`config.mk`:
```
export PLATFORM = sky130hd
export DESIGN_NAME = eth_pcs_rx_block_sync
export DESIGN_NICKNAME = d
export VERILOG_FILES = /design/src/rtl/eth_pcs_rx_block_sync_pkg.sv /design/src/rtl/eth_pcs_rx_block_sync_sh_window.sv /design/src/rtl/eth_pcs_rx_block_sync.sv
export SDC_FILE = /design/constraint.sdc
export NUM_CORES = 1
export LEC_CHECK = 0
export ABC_CLOCK_PERIOD_IN_PS = 2200
export CAP_MARGIN = 20
export CORE_MARGIN = 8
export CORE_UTILIZATION = 49
export DETAILED_ROUTE_END_ITERATION = 6
export PLACE_DENSITY = 0.71
export SLEW_MARGIN = 10
export SYNTH_ARGS = -nofsm -noshare
export SYNTH_HDL_FRONTEND = slang
export SYNTH_SLANG_ARGS = --single-unit
```
`constraint.sdc`:
```
create_clock -name i_clk -period 2.2 [get_ports i_clk]
set_input_delay 0.22 -clock i_clk [delete_from_list [all_inputs] [get_ports i_clk]]
set_output_delay 0.22 -clock i_clk [all_outputs]
set_load 0.02 [all_outputs]
```
`src/rtl/eth_pcs_rx_block_sync_pkg.sv`:
```
// Shared 10GBASE-R PCS constants, sync-header codes and block-sync state encoding.
// Pure declarations: no latency, no flow control.
package eth_pcs_params;

  localparam int W_SYNC        = 2;
  localparam logic [W_SYNC-1:0] SYNC_DATA = 2'b10;
  localparam logic [W_SYNC-1:0] SYNC_CTRL = 2'b01;

  localparam int SH_TH         = 64;
  localparam int SH_INVAL_TH   = 16;
  localparam int W_SH_TH       = $clog2(SH_TH);
  localparam int W_SH_INVAL_TH = $clog2(SH_INVAL_TH);
  localparam int SLIP_WAIT_DEF = 2;

  typedef enum logic [1:0] {
    BS_SEARCH,
    BS_LOCKED,
    BS_SLIP_WAIT
  } blk_sync_state_t;

  function automatic logic sh_is_valid(input logic [W_SYNC-1:0] sh);
    return (sh == SYNC_DATA) || (sh == SYNC_CTRL);
  endfunction

endpackage

```
`src/rtl/eth_pcs_rx_block_sync_sh_window.sv`:
```
// Header test window: counts strobes and invalid headers; terminal flags are combinational on the qualifying strobe.
// Counters update one cycle after the strobe; no backpressure, acts only when i_strobe=1.
module eth_pcs_sh_window
  import eth_pcs_params::*;
#(
  parameter int SH_TH       = eth_pcs_params::SH_TH,
  parameter int SH_INVAL_TH = eth_pcs_params::SH_INVAL_TH
) (
  input  logic i_clk,
  input  logic i_rst_n,
  input  logic i_clr,
  input  logic i_strobe,
  input  logic i_invalid,
  output logic o_win_end,
  output logic o_inv_th
);

  localparam int W_SH  = (SH_TH > 1) ? $clog2(SH_TH) : 1;
  localparam int W_INV = (SH_INVAL_TH > 1) ? $clog2(SH_INVAL_TH) : 1;
  localparam logic [W_SH-1:0]  SH_LAST  = W_SH'(SH_TH - 1);
  localparam logic [W_INV-1:0] INV_LAST = W_INV'(SH_INVAL_TH - 1);

  logic [W_SH-1:0]  sh_cnt_q, sh_cnt_d;
  logic [W_INV-1:0] inv_cnt_q, inv_cnt_d;

  assign o_win_end = i_strobe && (sh_cnt_q == SH_LAST);
  assign o_inv_th  = i_strobe && i_invalid && (inv_cnt_q == INV_LAST);

  // Terminal counts are decoded, never wrapped: window end clears both counters.
  always_comb begin
    sh_cnt_d  = sh_cnt_q;
    inv_cnt_d = inv_cnt_q;
    if (i_clr || o_win_end) begin
      sh_cnt_d  = '0;
      inv_cnt_d = '0;
    end else if (i_strobe) begin
      sh_cnt_d = sh_cnt_q + W_SH'(1);
      if (i_invalid) begin
        inv_cnt_d = inv_cnt_q + W_INV'(1);
      end
    end
  end

  always_ff @(posedge i_clk or negedge i_rst_n) begin
    if (!i_rst_n) begin
      sh_cnt_q  <= '0;
      inv_cnt_q <= '0;
    end else begin
      sh_cnt_q  <= sh_cnt_d;
      inv_cnt_q <= inv_cnt_d;
    end
  end

endmodule

```
`src/rtl/eth_pcs_rx_block_sync.sv`:
```
// 10GBASE-R RX block lock FSM: tests sync headers, raises lock, requests one-bit gearbox slips.
// Strobe at cycle N shows on registered outputs at N+1; no backpressure, acts only on i_sh_valid.
module eth_pcs_rx_block_sync
  import eth_pcs_params::*;
#(
  parameter int SH_TH       = eth_pcs_params::SH_TH,
  parameter int SH_INVAL_TH = eth_pcs_params::SH_INVAL_TH,
  parameter int SLIP_WAIT   = SLIP_WAIT_DEF
) (
  input  logic              i_clk,
  input  logic              i_rst_n,
  input  logic              i_sh_valid,
  input  logic [W_SYNC-1:0] i_sh,
  output logic              o_slip,
  output logic              o_block_lock,
  output logic              o_blk_valid
);

  localparam logic [2:0] WAIT_LOAD = 3'(SLIP_WAIT - 1);

  blk_sync_state_t state_q;
  logic            lock_q;
  logic            slip_q;
  logic            blk_valid_q;
  logic [2:0]      wait_cnt_q;

  logic hdr_ok;
  logic win_strobe;
  logic win_clr;
  logic win_end;
  logic inv_th;

  assign hdr_ok     = sh_is_valid(i_sh);
  assign win_strobe = i_sh_valid && (state_q != BS_SLIP_WAIT);
  // Clear the window on every exit to SLIP_WAIT; window end clears itself.
  assign win_clr    = i_sh_valid &&
                      (((state_q == BS_SEARCH) && !hdr_ok) ||
                       ((state_q == BS_LOCKED) && inv_th));

  eth_pcs_sh_window #(
    .SH_TH       (SH_TH),
    .SH_INVAL_TH (SH_INVAL_TH)
  ) u_sh_window (
    .i_clk     (i_clk),
    .i_rst_n   (i_rst_n),
    .i_clr     (win_clr),
    .i_strobe  (win_strobe),
    .i_invalid (!hdr_ok),
    .o_win_end (win_end),
    .o_inv_th  (inv_th)
  );

  always_ff @(posedge i_clk or negedge i_rst_n) begin
    if (!i_rst_n) begin
      state_q     <= BS_SEARCH;
      lock_q      <= 1'b0;
      slip_q      <= 1'b0;
      blk_valid_q <= 1'b0;
      wait_cnt_q  <= 3'd0;
    end else begin
      slip_q      <= 1'b0;
      // Qualified with the lock state seen before this strobe.
      blk_valid_q <= i_sh_valid && lock_q && hdr_ok;
      if (i_sh_valid) begin
        case (state_q)
          BS_SEARCH: begin
            if (!hdr_ok) begin
              slip_q     <= 1'b1;
              wait_cnt_q <= WAIT_LOAD;
              state_q    <= BS_SLIP_WAIT;
            end else if (win_end) begin
              lock_q  <= 1'b1;
              state_q <= BS_LOCKED;
            end
          end
          BS_LOCKED: begin
            if (inv_th) begin
              lock_q     <= 1'b0;
              slip_q     <= 1'b1;
              wait_cnt_q <= WAIT_LOAD;
              state_q    <= BS_SLIP_WAIT;
            end
          end
          BS_SLIP_WAIT: begin
            if (wait_cnt_q == 3'd0) begin
              state_q <= BS_SEARCH;
            end else begin
              wait_cnt_q <= wait_cnt_q - 3'd1;
            end
          end
          default: begin
            lock_q  <= 1'b0;
            state_q <= BS_SEARCH;
          end
        endcase
      end
    end
  end

  assign o_slip       = slip_q;
  assign o_block_lock = lock_q;
  assign o_blk_valid  = blk_valid_q;

endmodule

```
# == Yosys cells after proc, flatten, opt, wreduce, memory -nomap -nowiden ==
# Index checks and enable logic that the tools add are counted.
# word_totals
out_inout_bits,3
word_cells,69
regBits,18
# classes
bitwise,1
mux,22
n_addsub,3
n_reduce_logical,21
eq_ne,15
# op_table
cell,count
$mux 4,3
$mux 6,2
$ne 2x2->1 const B,6
$reduce_and 5->1,2
$logic_and 1x1->1,9
$mux 3,3
$pmux 3 s3,1
$mux 2,4
$add 6x1->6 const B,1
$eq 6x6->1 const B,1
$mux 1,6
$pmux 2 s3,1
$add 4x1->4 const B,1
$eq 2x1->1 const B,2
$eq 2x2->1 const B,2
$eq 4x4->1 const B,1
$ne 2x1->1 const B,2
$reduce_and 4->1,1
$logic_not 3->1,1
$logic_or 1x1->1,3
$ne 3x2->1 const B,1
$pmux 1 s3,1
$reduce_bool 3->1,1
$sub 3x1->3 const B,1
6 further kinds,6

# == Depth between registers and ports, before layout ==
# depth
ltp_word,11
depth_mapped,6

# == Modules after synthesis ==
# A second synthesis with hierarchy kept.
# hier_totals
hier_cells,93
area_unflattened_um2,965.9
# by_module_without_submodules
mod,area_per_inst_um2,n_inst,cells_each
eth_pcs_sh_window,509.2,1,49
eth_pcs_rx_block_sync,456.7,1,44

# == Worst setup path after synthesis ==
# Ideal clock, no wire load.
# synth_timing
path_kind,register -> register
from,register wait_cnt_q[0]
to,register wait_cnt_q[2]
stages_incl_launch_ff,7
arrival_time_ns,1.465
slack_ns,0.656
setup_time_ns,0.079
path_cell_list,dfrtp_1 > inv_1 > ha_1 > nor2b_1 > nor3_2 > mux2_2 > mux2i_1
# synth_between
elab_chain_cells,3
# synth_lines
item,line,text
start: declaration,eth_pcs_rx_block_sync.sv:25,logic [2:0] wait_cnt_q;
start signal: assignment,eth_pcs_rx_block_sync.sv:88,wait_cnt_q <= wait_cnt_q - 3'd1;
$sub 3x1->3 / $logic_not 3->1 (equally long branches),"eth_pcs_rx_block_sync.sv:88, eth_pcs_rx_block_sync.sv:85",
$mux 3 / $ne 2x2->1 (equally long branches),-,
$pmux 3 s3 / $reduce_and 5->1 (equally long branches),-,
# Parallel ways exist; a longest one is shown, timed or not. The select of a mux whose other input is x is not followed.
# A chain may end at the register's enable or synchronous reset.

# == Worst setup path in the final report ==
# layout_timing
from,register u_sh_window.sh_cnt_q[0]
to,register u_sh_window.inv_cnt_q[1]
# layout_between
elab_chain_cells,5
# layout_lines
item,line,text
start: declaration,eth_pcs_rx_block_sync_sh_window.sv:23,"logic [W_SH-1:0] sh_cnt_q, sh_cnt_d;"
start signal: assignment,eth_pcs_rx_block_sync_sh_window.sv:49,sh_cnt_q <= sh_cnt_d;
$eq 6x6->1 *,eth_pcs_rx_block_sync_sh_window.sv:26,assign o_win_end = i_strobe && (sh_cnt_q == SH_LAST);
$logic_and 1x1->1 *,eth_pcs_rx_block_sync_sh_window.sv:26,
$logic_or 1x1->1 *,eth_pcs_rx_block_sync_sh_window.sv:33,if (i_clr || o_win_end) begin
$ne 2x1->1 (no line) / $reduce_bool 2->1 (equally long branches),-,
$reduce_and 2->1 (no line),-,
end signal: assignment,eth_pcs_rx_block_sync_sh_window.sv:50,inv_cnt_q <= inv_cnt_d;
end: declaration,eth_pcs_rx_block_sync_sh_window.sv:24,"logic [W_INV-1:0] inv_cnt_q, inv_cnt_d;"
# Mark *: on every way between the ends. The rest lies on a longest branch, timed or not.

==> metrics.md <==
| Metric | Value |
|---|---|
| Status | `finished clean` |
| Critical path class | `reg -> reg` |
| Drt wl/cell | `13.7 um` |
| Clk sinks | `18` |
| Fin. max-slew vios | `0` |
| Final WL | `1.96 mm` |
| Synth Flop Type | `dfrtp_1` |
| Hold WC Path Type | `in -> async` |
| Detailed placement HPWL | `1.43 mm` |
| Post-route minimum period | `1.80 ns` |
| Max frequency | `557 MHz` |
| Cell area after synthesis | `1040 um^2` |
| Number of flops mapped to enable cells by yosys | `0` |
| Total gr overflow | `0` |
| Initial DRC Count | `30` |
| Antenna cells | `0` |
| First-pass GRT wire length | `3.33 mm` |
| Worst-margin pin slew | `0.384 ns` |
| # fillers | `171` |
| Hold_buf cts | `0` |
| Post_cts resized | `0` |
| Setup violators final | `0` |
| Worst-path cell chain | `ha_1 > and4_1 > nand2_1 > a221oi_2 > nor2_1` |
| Initial Utilization | `0.527` |
| Clock skew | `0.00560 ns` |
| Post-synth cell types | `38` |
| Largest net degree at the start of global routing | `19` |
| Clock slew at reported path FFs | `0.09 ns` |
| I/O pin count | `8` |
| Critical Path RT | `2.36 ns` |
| Die Y | `62.2 um` |
| DR vias | `828` |
| Initial antenna violation count | `0` |
| CP endpoint kind | `flip-flop` |
| GPL Wtd Cong | `0.807` |
| Vias in the first global route | `742` |
| Slew margin rel. | `0.744` |
| RSZ-0062 raised after global routing | `no` |
| Worst R2R Start | `u_sh_window.sh_cnt_q[0]` |
| CTS tree | `built` |
| Pleak | `0.000538 uW` |
| FF+latch count, synth | `18` |
| Worst-case clock buffer depth | `2` |
| Latest clock arrival within the worst-skew pair | `0.29 ns` |
| Final TNS setup | `0 ns` |
| Row count | `16` |
| Final net count | `127` |
| Area of the die | `3870 um^2` |
| Mapped Nets | `115` |
| H-tree levels | `1` |
| Seq/Total Area, Yosys | `0.431` |
| # DRC | `0` |
| Synth warn | `0` |
| PortBufs | `7` |
| CTS Buf Count | `3` |
| DP Area | `1150 um^2` |
| Startpoint types | `flip-flop` |
| Post-CTS Setup Bufs | `0` |
| Core Region | `1980 um^2` |
| Crit path DAT | `1.96 ns` |
| Pwr/cell area | `995 nW/um^2` |
| Hold Slack | `0.246 ns` |
| Die X | `62.2 um` |
| DR vias/cell | `5.79` |
| Final non-filler cell area | `1170 um^2` |
| ANT nets after route | `0` |
| Crit-path max cell delay | `0.44 ns` |
| Total GRT Usage | `0.104` |
| Critical Path Fanout Max | `6` |
| CTS Root Cell | `clkbuf_4` |
| Tcrit/Tclk final | `0.816` |
| Critical Path Source | `u_sh_window.sh_cnt_q[0]` |
| Synth async-reset ratio | `1.00` |
| CP max-delay cell | `dfrtp_1` |
| Peak VDD IR | `0.656 mV` |
| Fraction of layout cells with a size suffix above 1 | `0.121` |
| DR pass1 iterations | `4` |
| Cell count after synthesis | `106` |
| Hold Vio Cnt, Final | `0` |
| Max-Cap Viols | `0` |
| Mean post-synth cell area | `9.86 um^2` |
| Synth-to-layout area growth | `12.5%` |
==> cell families (layout without fill, tap and decap cells) <==
| family | Yosys count | count (layout) | synth area share |
|---|---|---|---|
| and+or+nand+nor | 40 | 40 | 0.222 |
| AOI/OAI and AO/OA | 26 | 26 | 0.174 |
| DFF | 18 | 18 | 0.431 |
| buffers and inverters | 10 | 20 | 0.0467 |
| xor gates and xnor gates | 5 | 5 | 0.0491 |
| adders and majority gates | 4 | 4 | 0.0479 |
| muxes | 3 | 3 | 0.0299 |
==> cells in the final DEF, fill, tap and decap left out, types with 2 or more instances in the layout <==
| master | netlist | final |
|---|---|---|
| nand2b_1 | 2 | 2 |
| and3_1 | 3 | 3 |
| a211oi_1 | 2 | 2 |
| o31ai_1 | 2 | 2 |
| dfrtp_1 | 18 | 18 |
| clkdlybuf4s50_1 | 0 | 7 |
| nand3_1 | 6 | 6 |
| mux2i_1 | 2 | 2 |
| nand4_1 | 3 | 3 |
| clkbuf_4 | 0 | 3 |
| inv_1 | 6 | 6 |
| a21o_1 | 3 | 3 |
| nor4b_1 | 2 | 2 |
| ha_1 | 4 | 4 |
| nor2_1 | 5 | 5 |
| nor2b_1 | 2 | 2 |
| nand2_1 | 9 | 9 |
| xor2_1 | 4 | 4 |
| o21ai_0 | 8 | 8 |
| buf_4 | 0 | 4 |
| a21oi_1 | 3 | 3 |
==> metrics by stage <==
stage	setup slack, ns	std cells	power, uW	utilization
4_1_cts	0.396	143	1180	0.593
3_5_place_dp	0.385	140	1020	0.581
5_1_grt	0.251	143	1270	0.593
2_1_floorplan	0.656	106	896	-
6_report	0.405	143	1170	0.593
3_3_place_gp	0.444	140	993	0.581
==> worst max-delay path, delay by kind of cell, from the launching register on <==
kind / cells / cell delay (ns)
AND/OR/NAND/NOR: 3 / 0.56
adder cells (fa/ha/maj): 1 / 0.23
AO/OA/AOI/OAI: 1 / 0.44
flip-flops: 1 / 0.44
==> registers in the layout, summed over array words and instances, names as in the netlist <==
name	count
o_slip	1
u_sh_window.sh_cnt_q	6
state_q	2
wait_cnt_q	3
o_blk_valid	1
o_block_lock	1
u_sh_window.inv_cnt_q	4
==> area by class of cell <==
type | instances | area [um^2] | share of cell area
sequential | 18 | 450 | 0.383
multi-input combinational | 78 | 546 | 0.464
inverter | 6 | 22.5 | 0.0192
clock buffer | 3 | 22.5 | 0.0192
timing repair buffer | 11 | 100 | 0.0852
tap | 27 | 33.8 | 0.0288
==> path summary, 6_finish.rpt <==
| kind | end | slack, ns | cells past startpoint |
|---|---|---|---|
| setup / recovery | u_sh_window.inv_cnt_q[1] | 0.40 | 5 |
| hold / removal | o_block_lock | 0.25 | 2 |
| setup reg to reg | u_sh_window.inv_cnt_q[1] | 0.40 | 5 |
| hold reg to reg | wait_cnt_q[2] | 0.48 | 1 |
| max in group asynchronous | u_sh_window.sh_cnt_q[1] | 1.75 | 2 |
| min in group i_clk | wait_cnt_q[2] | 0.48 | 1 |
==> power breakdown <==
group / total, uW / internal, uW / leakage (uW) / switching, uW
clock network: 155 / 63.6 / 0.0000138 / 91.8
registers: 598 / 454 / 0.000222 / 144
logic: 416 / 203 / 0.000303 / 213
total: 1170 / 721 / 0.000538 / 448
==> layer usage <==
metal  GRT usage  share of wire  up-vias  routed length (um)
li1            -              -      408                   -
met1       0.142           0.50      402                 991
met2       0.147           0.45       14                 880
met3      0.0251          0.035        4                  69
met4      0.0525          0.011        0                  22
met5           0              0        -                   0
==> synth_stat cells (2+ instances only) <==
cell type / n / area share
inv_1: 6 / 0.022
nor2b_1: 2 / 0.012
o31ai_1: 2 / 0.014
dfrtp_1: 18 / 0.43
mux2i_1: 2 / 0.019
nand2_1: 9 / 0.032
nand2b_1: 2 / 0.012
nand3_1: 6 / 0.029
nand4_1: 3 / 0.018
and3_1: 3 / 0.018
ha_1: 4 / 0.048
buf_2: 3 / 0.014
nor4b_1: 2 / 0.017
xor2_1: 4 / 0.034
nor2_1: 5 / 0.018
a21oi_1: 3 / 0.014
o21ai_0: 8 / 0.038
a211oi_1: 2 / 0.014
a21o_1: 3 / 0.022
(Power assumes the default switching activity.)
